===== src/rtl/round_scoreboard_pkg.sv =====
// Shared match-flow package (game_pkg). It holds the match FSM state encoding,
// the round-result encoding, the score counter width and a saturating
// increment helper. round_scoreboard and its interface import it.
package game_pkg;

  localparam int unsigned WIN_CNT_W = 4;

  // Same encoding as the match FSM.
  typedef enum logic [2:0] {
    GS_START               = 3'd0,
    GS_SET_TANK_BA         = 3'd1,
    GS_SET_BULLET_COOLDOWN = 3'd2,
    GS_PLAY                = 3'd3,
    GS_CHECK               = 3'd4,
    GS_END                 = 3'd5
  } game_state_t;

  typedef enum logic [1:0] {
    RR_NONE = 2'b00,
    RR_P1   = 2'b01,
    RR_P2   = 2'b10,
    RR_DRAW = 2'b11
  } round_result_t;

  // Round-credit FSM of the scoreboard.
  typedef enum logic {
    SB_ARMED  = 1'b0,
    SB_SCORED = 1'b1
  } sb_state_t;

  function automatic logic [WIN_CNT_W-1:0] sat_inc(input logic [WIN_CNT_W-1:0] v);
    return (v == '1) ? v : v + WIN_CNT_W'(1);
  endfunction

endpackage


===== src/rtl/round_scoreboard_if.sv =====
// Match-flow <-> scoreboard interface.
//   master (match FSM side): drives game_state, tank_dead_1/2, btn_up/down;
//                            reads p1_score, p2_score, wins_need, round_winner,
//                            round_done, match_winner.
//   slave  (round_scoreboard): the reverse directions.
// game_state is a plain 3-bit vector so that the illegal codes 6/7 can appear.
interface round_scoreboard_if;
  import game_pkg::*;

  logic [2:0]           game_state;
  logic                 tank_dead_1;
  logic                 tank_dead_2;
  logic                 btn_up;
  logic                 btn_down;
  logic [WIN_CNT_W-1:0] p1_score;
  logic [WIN_CNT_W-1:0] p2_score;
  logic [WIN_CNT_W-1:0] wins_need;
  logic [1:0]           round_winner;
  logic                 round_done;
  logic [1:0]           match_winner;

  modport master (
    output game_state, tank_dead_1, tank_dead_2, btn_up, btn_down,
    input  p1_score, p2_score, wins_need, round_winner, round_done, match_winner
  );

  modport slave (
    input  game_state, tank_dead_1, tank_dead_2, btn_up, btn_down,
    output p1_score, p2_score, wins_need, round_winner, round_done, match_winner
  );

endinterface


===== src/rtl/round_scoreboard_btn_edge.sv =====
// btn_edge: one-cycle rising-edge detector for a level input already
// synchronous to clk.
//   clk     in  system clock
//   reset   in  asynchronous, active-high; clears the history bit
//   btn_i   in  level input
//   rise_o  out high for the cycle where btn_i is 1 and was 0 on the previous edge
module btn_edge (
  input  logic clk,
  input  logic reset,
  input  logic btn_i,
  output logic rise_o
);

  logic hist_q;

  always_ff @(posedge clk or posedge reset) begin
    if (reset) hist_q <= 1'b0;
    else       hist_q <= btn_i;
  end

  assign rise_o = btn_i & ~hist_q;

endmodule


===== src/rtl/round_scoreboard.sv =====
// round_scoreboard: scoring end of the match flow. Credits exactly one result
// per round from the tank-death levels, keeps both players' round wins and
// owns the wins-needed setting (adjusted by buttons on the start screen).
//   clk    in  system clock
//   reset  in  asynchronous, active-high
//   sb_if  slave modport of round_scoreboard_if (game_state, tank deaths,
//          buttons in; scores, wins_need, round_winner, round_done,
//          match_winner out)
// Parameters: WINS_DEFAULT (reset value of wins_need, 1..WINS_MAX),
//             WINS_MAX (wins_need ceiling, <= 15).
// Build option: define ROUND_SCOREBOARD_DRAW_POINT_EN to award a point to
// both players on a draw; by default a draw awards nothing.
module round_scoreboard
  import game_pkg::*;
#(
  parameter int unsigned WINS_DEFAULT = 3,
  parameter int unsigned WINS_MAX     = 9
) (
  input  logic              clk,
  input  logic              reset,
  round_scoreboard_if.slave sb_if
);

  localparam logic [WIN_CNT_W-1:0] WINS_RST = WIN_CNT_W'(WINS_DEFAULT);
  localparam logic [WIN_CNT_W-1:0] WINS_TOP = WIN_CNT_W'(WINS_MAX);
  localparam logic [WIN_CNT_W-1:0] ONE      = WIN_CNT_W'(1);

  logic up_rise;
  logic dn_rise;

  btn_edge u_up_edge (
    .clk   (clk),
    .reset (reset),
    .btn_i (sb_if.btn_up),
    .rise_o(up_rise)
  );

  btn_edge u_dn_edge (
    .clk   (clk),
    .reset (reset),
    .btn_i (sb_if.btn_down),
    .rise_o(dn_rise)
  );

  sb_state_t            state_q, state_d;
  logic [WIN_CNT_W-1:0] p1_q, p1_d;
  logic [WIN_CNT_W-1:0] p2_q, p2_d;
  logic [WIN_CNT_W-1:0] wins_q, wins_d;
  round_result_t        rw_q, rw_d;
  logic                 rd_q, rd_d;

  logic dead_1;
  logic dead_2;

  assign dead_1 = sb_if.tank_dead_1;
  assign dead_2 = sb_if.tank_dead_2;

  always_ff @(posedge clk or posedge reset) begin
    if (reset) begin
      state_q <= SB_ARMED;
      p1_q    <= '0;
      p2_q    <= '0;
      wins_q  <= WINS_RST;
      rw_q    <= RR_NONE;
      rd_q    <= 1'b0;
    end else begin
      state_q <= state_d;
      p1_q    <= p1_d;
      p2_q    <= p2_d;
      wins_q  <= wins_d;
      rw_q    <= rw_d;
      rd_q    <= rd_d;
    end
  end

  // Every state other than START and PLAY (SET_*, CHECK, END, 6, 7) holds.
  // The credit is registered on the same edge the match FSM leaves PLAY, so
  // CHECK already sees the new scores.
  always_comb begin
    state_d = state_q;
    p1_d    = p1_q;
    p2_d    = p2_q;
    wins_d  = wins_q;
    rw_d    = rw_q;
    rd_d    = 1'b0;

    case (sb_if.game_state)
      GS_START: begin
        state_d = SB_ARMED;
        p1_d    = '0;
        p2_d    = '0;
        rw_d    = RR_NONE;
        if (up_rise && !dn_rise) begin
          if (wins_q < WINS_TOP) wins_d = wins_q + ONE;
        end else if (dn_rise && !up_rise) begin
          if (wins_q > ONE) wins_d = wins_q - ONE;
        end
      end

      GS_PLAY: begin
        if (state_q == SB_ARMED) begin
          if (dead_1 || dead_2) begin
            state_d = SB_SCORED;
            rd_d    = 1'b1;
            if (dead_1 && dead_2) begin
              rw_d = RR_DRAW;
`ifdef ROUND_SCOREBOARD_DRAW_POINT_EN
              p1_d = sat_inc(p1_q);
              p2_d = sat_inc(p2_q);
`else
              p1_d = p1_q;
              p2_d = p2_q;
`endif
            end else if (dead_2) begin
              rw_d = RR_P1;
              p1_d = sat_inc(p1_q);
            end else begin
              rw_d = RR_P2;
              p2_d = sat_inc(p2_q);
            end
          end
        end else if (!dead_1 && !dead_2) begin
          // Re-arm only once the deaths have cleared in PLAY, so a death
          // level still held when PLAY is re-entered is not credited twice.
          state_d = SB_ARMED;
        end
      end

      default: begin
      end
    endcase
  end

  assign sb_if.p1_score     = p1_q;
  assign sb_if.p2_score     = p2_q;
  assign sb_if.wins_need    = wins_q;
  assign sb_if.round_winner = rw_q;
  assign sb_if.round_done   = rd_q;
  assign sb_if.match_winner = {(p2_q >= wins_q), (p1_q >= wins_q)};

endmodule


===== src/flat_wrapper.sv =====
// flat-port wrapper written by rule: the top's interface ports become plain ports
module round_scoreboard_flat import game_pkg::*;
#(
  parameter int unsigned WINS_DEFAULT = 3,
  parameter int unsigned WINS_MAX     = 9
)
  (clk, reset, sb_if_game_state, sb_if_tank_dead_1, sb_if_tank_dead_2, sb_if_btn_up, sb_if_btn_down, sb_if_p1_score, sb_if_p2_score, sb_if_wins_need, sb_if_round_winner, sb_if_round_done, sb_if_match_winner);
  round_scoreboard_if sb_if_i ();
  input  logic clk;
  input  logic reset;
  input wire logic [$bits(sb_if_i.game_state)-1:0] sb_if_game_state;
  input wire logic [$bits(sb_if_i.tank_dead_1)-1:0] sb_if_tank_dead_1;
  input wire logic [$bits(sb_if_i.tank_dead_2)-1:0] sb_if_tank_dead_2;
  input wire logic [$bits(sb_if_i.btn_up)-1:0] sb_if_btn_up;
  input wire logic [$bits(sb_if_i.btn_down)-1:0] sb_if_btn_down;
  output wire logic [$bits(sb_if_i.p1_score)-1:0] sb_if_p1_score;
  output wire logic [$bits(sb_if_i.p2_score)-1:0] sb_if_p2_score;
  output wire logic [$bits(sb_if_i.wins_need)-1:0] sb_if_wins_need;
  output wire logic [$bits(sb_if_i.round_winner)-1:0] sb_if_round_winner;
  output wire logic [$bits(sb_if_i.round_done)-1:0] sb_if_round_done;
  output wire logic [$bits(sb_if_i.match_winner)-1:0] sb_if_match_winner;
  assign sb_if_i.game_state = sb_if_game_state;
  assign sb_if_i.tank_dead_1 = sb_if_tank_dead_1;
  assign sb_if_i.tank_dead_2 = sb_if_tank_dead_2;
  assign sb_if_i.btn_up = sb_if_btn_up;
  assign sb_if_i.btn_down = sb_if_btn_down;
  assign sb_if_p1_score = sb_if_i.p1_score;
  assign sb_if_p2_score = sb_if_i.p2_score;
  assign sb_if_wins_need = sb_if_i.wins_need;
  assign sb_if_round_winner = sb_if_i.round_winner;
  assign sb_if_round_done = sb_if_i.round_done;
  assign sb_if_match_winner = sb_if_i.match_winner;
  round_scoreboard #(.WINS_DEFAULT(WINS_DEFAULT), .WINS_MAX(WINS_MAX)) u_core (.clk(clk), .reset(reset), .sb_if(sb_if_i));
endmodule

===== config.mk =====
export PLATFORM = sky130hd
export DESIGN_NAME = round_scoreboard_flat
export DESIGN_NICKNAME = d
export VERILOG_FILES = /design/src/rtl/round_scoreboard_pkg.sv /design/src/rtl/round_scoreboard_if.sv /design/src/rtl/round_scoreboard_btn_edge.sv /design/src/rtl/round_scoreboard.sv /design/src/flat_wrapper.sv
export SDC_FILE = /design/constraint.sdc
export NUM_CORES = 1
export LEC_CHECK = 0
export CELL_PAD_IN_SITES_DETAIL_PLACEMENT = 1
export CELL_PAD_IN_SITES_GLOBAL_PLACEMENT = 2
export CORE_MARGIN = 2
export CORE_UTILIZATION = 27
export DETAILED_ROUTE_END_ITERATION = 8
export PLACE_DENSITY_LB_ADDON = 0.1
export SLEW_MARGIN = 20
export SYNTH_ARGS = -nofsm -noshare
export SYNTH_HDL_FRONTEND = slang
export SYNTH_SLANG_ARGS = --single-unit

===== constraint.sdc =====
create_clock -name clk -period 1.7 [get_ports clk]
set_input_delay 0.34 -clock clk [delete_from_list [all_inputs] [get_ports clk]]
set_output_delay 0.34 -clock clk [all_outputs]
set_load 0.02 [all_outputs]

==> results of run 1 <==
routing by layer:
layer	part of all wire	track usage	vias up
li1	-	-	541
met1	0.42	0.178	541
met2	0.53	0.274	19
met3	0.027	0.0227	7
met4	0.019	0.0662	0
met5	0	0	-
power by group:
group / internal [W] / leakage, nW / switching, W
Combinational: 0.000636 / 0.746 / 0.000605
Clock: 0.000206 / 0.0288 / 0.000157
Sequential: 0.000508 / 0.230 / 0.0000452
through the flow:
| stage | utilization | power (W) | setup WS, ns | TNS (ns) |
|---|---|---|---|---|
| after floorplan | - | 0.00104 | -0.155 | -0.311 |
| after global placement | 0.416 | 0.00145 | -0.495 | -2.10 |
| after detailed placement | 0.416 | 0.00148 | -0.509 | -2.64 |
| after CTS | 0.453 | 0.00196 | -0.393 | -0.991 |
| after global routing | 0.495 | 0.00229 | -0.438 | -1.19 |
| final | 0.495 | 0.00216 | -0.388 | -0.887 |
flip-flops by register name (all words and copies together) (netlist names):
register	count
u_core.sb_if.wins_need	4
u_core.u_dn_edge.hist_q	1
u_core.u_up_edge.hist_q	1
u_core.sb_if.round_done	1
u_core.sb_if.p2_score	4
u_core.sb_if.round_winner	2
u_core.state_q	1
u_core.sb_if.p1_score	4
cell usage in the layout (no fill, tap or decap), types with 2 or more instances in the layout:
cell type	synthesis	final
buf_4	0	29
dfrtp_1	16	14
nand2_1	11	11
clkdlybuf4s50_1	0	10
nand3_1	9	9
inv_1	10	8
ha_1	13	8
dlygate4sd2_1	0	8
o21ai_1	7	6
a21o_1	6	6
nor2_1	6	5
ha_4	0	5
buf_6	0	5
clkbuf_8	0	4
dlymetal6s2s_1	0	4
nand2b_4	0	3
nor3_1	3	3
a31oi_4	1	2
o21ai_0	2	2
inv_4	0	2
o221ai_4	0	2
xnor2_1	3	2
dfrtp_2	0	2
dfstp_2	2	2
cells in the mapped netlist (all sizes together) (2+ instances only):
library cell  number  area, um^2
nor2               6        22.5
dfstp              2        52.6
nand2b             4        25.0
nand3              9        45.0
inv               10        37.5
xnor2              3        26.3
dfrtp             16         400
nand2             11        41.3
o21ai              9        45.0
nor3               4        25.0
ha                13         163
a31oi              3        33.8
o221ai             2        17.5
a21o               6        45.0
what timing repair did:
item,4_1_cts,5_1_grt
resized for setup,36,27
endpoints found under the setup margin,17,13
buffers inserted,1,6
pin swaps,4,9
hold buffers,0,0
worst max path at each step:
stage / from / endpoint
4_1_cts: u_core.sb_if.wins_need[0] / sb_if_match_winner[0]
5_1_grt: u_core.sb_if.wins_need[0] / sb_if_match_winner[1]
6_report: u_core.sb_if.wins_need[0] / sb_if_match_winner[0]
3_3_place_gp: u_core.sb_if.wins_need[0] / sb_if_match_winner[1]
3_5_place_dp: u_core.sb_if.wins_need[0] / sb_if_match_winner[1]
2_1_floorplan: u_core.sb_if.wins_need[0] / sb_if_match_winner[0]
worst max-delay path, stage by stage (launching register included):
cell and delay (ns):
dfstp_2 0.55, ha_1 0.22, nand2b_4 0.13, a21o_1 0.14
a21o_1 0.14, a21o_1 0.17, buf_6 0.13
kinds of logic after synthesis:
family | after synthesis | share of synthesized area
buffers and inverters | 11 | 0.0365
multiplexers | 1 | 0.00886
flip-flops | 18 | 0.401
XOR/XNOR | 4 | 0.0310
adder cells (fa/ha/maj) | 13 | 0.144
AO/OA/AOI/OAI | 27 | 0.179
AND/OR/NAND/NOR | 42 | 0.199
final cells by class:
class                   count  area [um^2]
flip-flops and latches     18          455
fillers                   435         2020
inverters                  10         42.5
clock buffers               4         55.1
well taps                  50         62.6
multi-input cells          87          842
repair buffers             58          520
==> results.md, run 1 <==
- Outcome: complete, but fails checks
- Failing checks: negative setup slack
- WS Path Type: reg -> out
- Fin. Hold Viols: 0
- Library cells used by synthesis: 35
- R2r setup slk: -0.11 ns
- Antenna Violating Nets Remaining: 0
- Routed wire length: 3.61 mm
- CTS tree: done
- Number of flops mapped to enable cells by yosys: 0
- Clock sinks: 18
- Remaining global-route overflow: 0
- Sequential element share of the synthesized area: 0.401
- Final Non-Filler Cells: 227
- # setup viols final: 5
- Share of flip-flops with an asynchronous set or reset: 1.00
- Worst hold slack: 0.396 ns
- H-tree Lvls: 1
- Initial antenna violation count: 0
- GRT Total Usage: 0.152
- IO Count: 26
- FF-to-FF Start: u_core.sb_if.wins_need[0]
- DIE WIDTH: 68.7 um
- Hold Path Class: in -> async
- Largest net degree at the start of global routing: 19
- DRT iter0 DRCs: 24
- Synth warnings: 0
- Clock transition at path regs: 0.07 ns
- PD cells: 1090 nW/um^2
- Reg2Reg Depth: 7
- Worst EP required: 1.36 ns
- Syn Area/Cell: 9.74 um^2
- Post-Syn Instances: 116
- Worst-Skew Late Latency: 0.26 ns
- Routed vias/inst: 4.88
- Worst r2r dst: u_core.sb_if.wins_need[1]
- Post-synthesis register bit count: 18
- Final setup skew: 0.00219 ns
- Tightest Pin Transition: 0.359 ns
- Fin nets: 200
- Fmax: 0.479 GHz
- CTS max path bufs: 2
- # rows: 23
- Setup crit end kind: output port
- Drt wl/cell: 15.9 um
- Initial Util: 0.282
- Vias in the first global route: 1169
- CP max FO: 3
- PortBufs: 25
- Routed vias: 1108
- Dpl hpwl: 2.56 mm
- Area after DPL: 1670 um^2
- First-pass DRT Iterations: 3
- Static Leakage: 1.00 nW
- Fraction of layout cells with a size suffix above 1: 0.384
- Area Overhead vs Synth: 75.1%
- Min Tclk post-route: 2.09 ns
- Predominant post-synthesis flop cell: dfrtp_1
- Core Area: 4000 um^2
- Net Count, Synth: 138
- CTS buffer count: 3
- Vert. Die Dim: 68.7 um
- Final Slew Violations: 0
- Mapped Area: 1130 um^2
- WP data arrival: 1.75 ns
- # DRC: 0
- DIE AREA: 4720 um^2
- Tcrit/Tclk final: 1.23
- CTS root buffer: clkbuf_8
- Relative slew slack: 0.759
- GPL Wtd Cong: 0.746
- Worst Setup Slack, final: -0.388 ns
- Dpl cells: 219
- First-pass GRT wire length: 5.20 mm
- N_diodes: 0
- RSZ-0062 raised after global routing: true
- Finished layout cell area: 1980 um^2
- Maximum VDD drop: 0.350 mV
- Max Cap Viol: 0
- Setup crit start kind: flip-flop
Power figures use the tool's default switching activity.
==> run 2, diff against run 1 <==
--- a/config.mk
+++ b/config.mk
@@ -8,7 +8,8 @@
 export CELL_PAD_IN_SITES_DETAIL_PLACEMENT = 1
 export CELL_PAD_IN_SITES_GLOBAL_PLACEMENT = 2
 export CORE_MARGIN = 2
-export CORE_UTILIZATION = 27
+export CORE_UTILIZATION = 28
+export CTS_BUF_LIST = sky130_fd_sc_hd__clkbuf_4
 export DETAILED_ROUTE_END_ITERATION = 8
 export PLACE_DENSITY_LB_ADDON = 0.1
 export SLEW_MARGIN = 20
==> results.md, run 2 (same netlist as run 1, synthesis figures left out) <==
- # setup viols final: 3 (-2)
- Crit-path most repeated cell: a21o_1
- Crit path launch: u_core.sb_if.wins_need[0]
- CP bufs+invs: 1 (unchanged)
- Remaining global-route overflow: 0 (unchanged)
- # hold bufs at CTS: 0 (unchanged)
- CTS buffer count: 3 (unchanged)
- Area Overhead vs Synth: 60.7%
- Antenna Violating Nets Remaining: 0 (unchanged)
- First-pass GRT wire length: 5.33 mm (+2.5%)
- FF-to-FF Start: u_core.sb_if.wins_need[0]
- Relative slew slack: 0.739 (-0.0194)
- Routed wire length: 3.13 mm (-13%)
- Internal: 0.00115 W (-15%)
- # DRC: 0 (unchanged)
- Fraction of layout cells with a size suffix above 1: 0.337 (-0.0470)
- Tcrit/Tclk final: 1.26 (+0.0323)
- Worst-Skew Late Latency: 0.29 ns (+0.03 ns)
- Critical-path top delay cell: dfstp_2
- Worst hold slack: 0.366 ns (-0.0303 ns)
- CTS max path bufs: 2 (unchanged)
- CP max FO: 3 (unchanged)
- WP data arrival: 1.80 ns (+0.05 ns)
- Routed vias/inst: 4.76 (-2.5%)
- Routed vias: 1057 (-4.6%)
- Reg2Reg Depth: 6 (-1)
- Min Tclk post-route: 2.14 ns (+0.0549 ns)
- Commonest non-fill, non-tap cell in the layout: buf_4
- CTS tree: done
- Static Leakage: 0.891 nW (-11%)
- Final setup skew: 0.00520 ns (+0.00301 ns)
- Total negative slack: -0.872 ns (+0.0143 ns)
- Vert. Die Dim: 67.5 um (-1.7%)
- DRT iter0 DRCs: 14 (-42%)
- Vias in the first global route: 1187 (+1.5%)
- First-pass DRT Iterations: 4 (+1)
- Comb power frac: 0.589 (+0.014)
- # rows: 23 (unchanged)
- RSZ-0062 raised after global routing: true
- Worst EP required: 1.36 ns (about the same)
- PortBufs: 25 (unchanged)
- Core Area: 3940 um^2 (-1.4%)
- PD cells: 1020 nW/um^2 (-6.3%)
- Clock transition at path regs: 0.11 ns (+0.04 ns)
- CP max stage delay: 0.56 ns (about the same)
- Total Power: 0.00186 W (-14%)
- GPL Wtd Cong: 0.738 (-1.1%)
- IO Count: 26 (unchanged)
- Most frequent cells in the layout: buf_4 (26), dfrtp_1 (14), nand2_1 (11), clkdlybuf4s50_1 (11), dlygate4sd2_1 (11)
- Setup crit end kind: output port
- DIE AREA: 4560 um^2 (-3.4%)
- Clock share of power: 0.117 (-0.051)
- H-tree Lvls: 1 (unchanged)
- Largest net degree at the start of global routing: 19 (unchanged)
- Fin nets: 195 (-2.5%)
- Net Sw Power: 0.000707 W (-12%)
- N_diodes: 0 (unchanged)
- CTS root buffer: clkbuf_4
- WS Path Type: reg -> out
- GRT Total Usage: 0.155 (+0.00281)
- DIE WIDTH: 67.5 um (-1.7%)
- CP Depth: 6 (unchanged)
- Initial antenna violation count: 0 (unchanged)
- Fill cells: 459 (+5.5%)
- Clock sinks: 18 (unchanged)
- Dpl hpwl: 2.51 mm (-2.1%)
- Crit-path cells: ha_1 > nand2b_4 > a21o_1 > a21o_1 > a21o_1 > buf_6
- Failing checks: negative setup slack
- Outcome: complete, but fails checks
- Fin. Hold Viols: 0 (unchanged)
- Initial Util: 0.287 (+0.00412)
- Hold Path Class: in -> async
- Worst Setup Slack, final: -0.443 ns (-0.0549 ns)
- Setup crit start kind: flip-flop
- Sw Ratio: 0.381 (+0.00693)
- Fmax: 0.467 GHz (-2.6%)
- CP top delay family: flip-flops
- Drt wl/cell: 14.1 um (-11%)
- Max Cap Viol: 0 (unchanged)
- Seq pwr share: 0.294 (+0.038)
- Final Slew Violations: 0 (unchanged)
- Tightest Pin Transition: 0.390 ns (+0.0311 ns)
- Maximum VDD drop: 0.341 mV (-2.5%)
## run 2: changes by cell type in the layout (fill, tap and decap cells not counted), sizes merged
cell	before	now
dlygate4sd2	8	11
clkbuf	4	3
dlymetal6s2s	4	0
clkdlybuf4s50	10	11
clkinv	0	1
buf	35	30
## run 2: worst min-delay path, cell delays in order
cell and delay [ns]:
clkdlybuf4s50_1 0.40, inv_1 0.05, buf_4 0.25
## run 2: path summary, 6_finish.rpt
check	endpoint	slack (ns)
worst max-delay path	sb_if_match_winner[1]	-0.44
worst min-delay path	u_core.sb_if.wins_need[3]	0.37
worst max register to register	u_core.sb_if.wins_need[1]	-0.01
worst min register to register	u_core.sb_if.round_done	0.47
max in group asynchronous	u_core.sb_if.wins_need[1]	1.07
min in group clk	u_core.sb_if.round_done	0.47
## run 2: cell type report
cell class              count  area, um^2  area share
multi-input cells          87         776       0.427
clock inverters             1        3.75     0.00207
clock buffers               3        22.5      0.0124
flip-flops and latches     18         455       0.251
well taps                  50        62.6      0.0345
inverters                  10        37.5      0.0207
repair buffers             53         458       0.252
## run 2: per-stage QoR
stage	util	instances	setup slack [ns]	instance area, um^2
6_report	0.460	222	-0.443	1820
5_1_grt	0.460	222	-0.514	1820
3_5_place_dp	0.417	216	-0.520	1640
2_1_floorplan	-	116	-0.155	1140
3_3_place_gp	0.417	216	-0.494	1640
4_1_cts	0.458	223	-0.457	1800
## run 2: per-layer routing
metal	part of all wire	global-route usage	vias to the layer above
li1	-	-	530
met1	0.43	0.180	511
met2	0.54	0.294	14
met3	0.025	0.0167	2
met4	0.0064	0.0459	0
met5	0	0	-
## run 2: power groups by stage
stage | Clock, W | Combinational, W | Sequential (W)
after global placement | 0 | 0.000868 | 0.000551
final | 0.000217 | 0.00109 | 0.000546
after CTS | 0.000234 | 0.00112 | 0.000547
after floorplan | 0 | 0.000379 | 0.000662
after detailed placement | 0 | 0.000894 | 0.000556
after global routing | 0.000249 | 0.00120 | 0.000556
## run 2: timing repair
action | in CTS | in global routing
setup endpoints to repair | 20 | 9
pin swaps | 9 | 4
gates resized for setup | 47 | 4
buffers inserted | 3 | 1
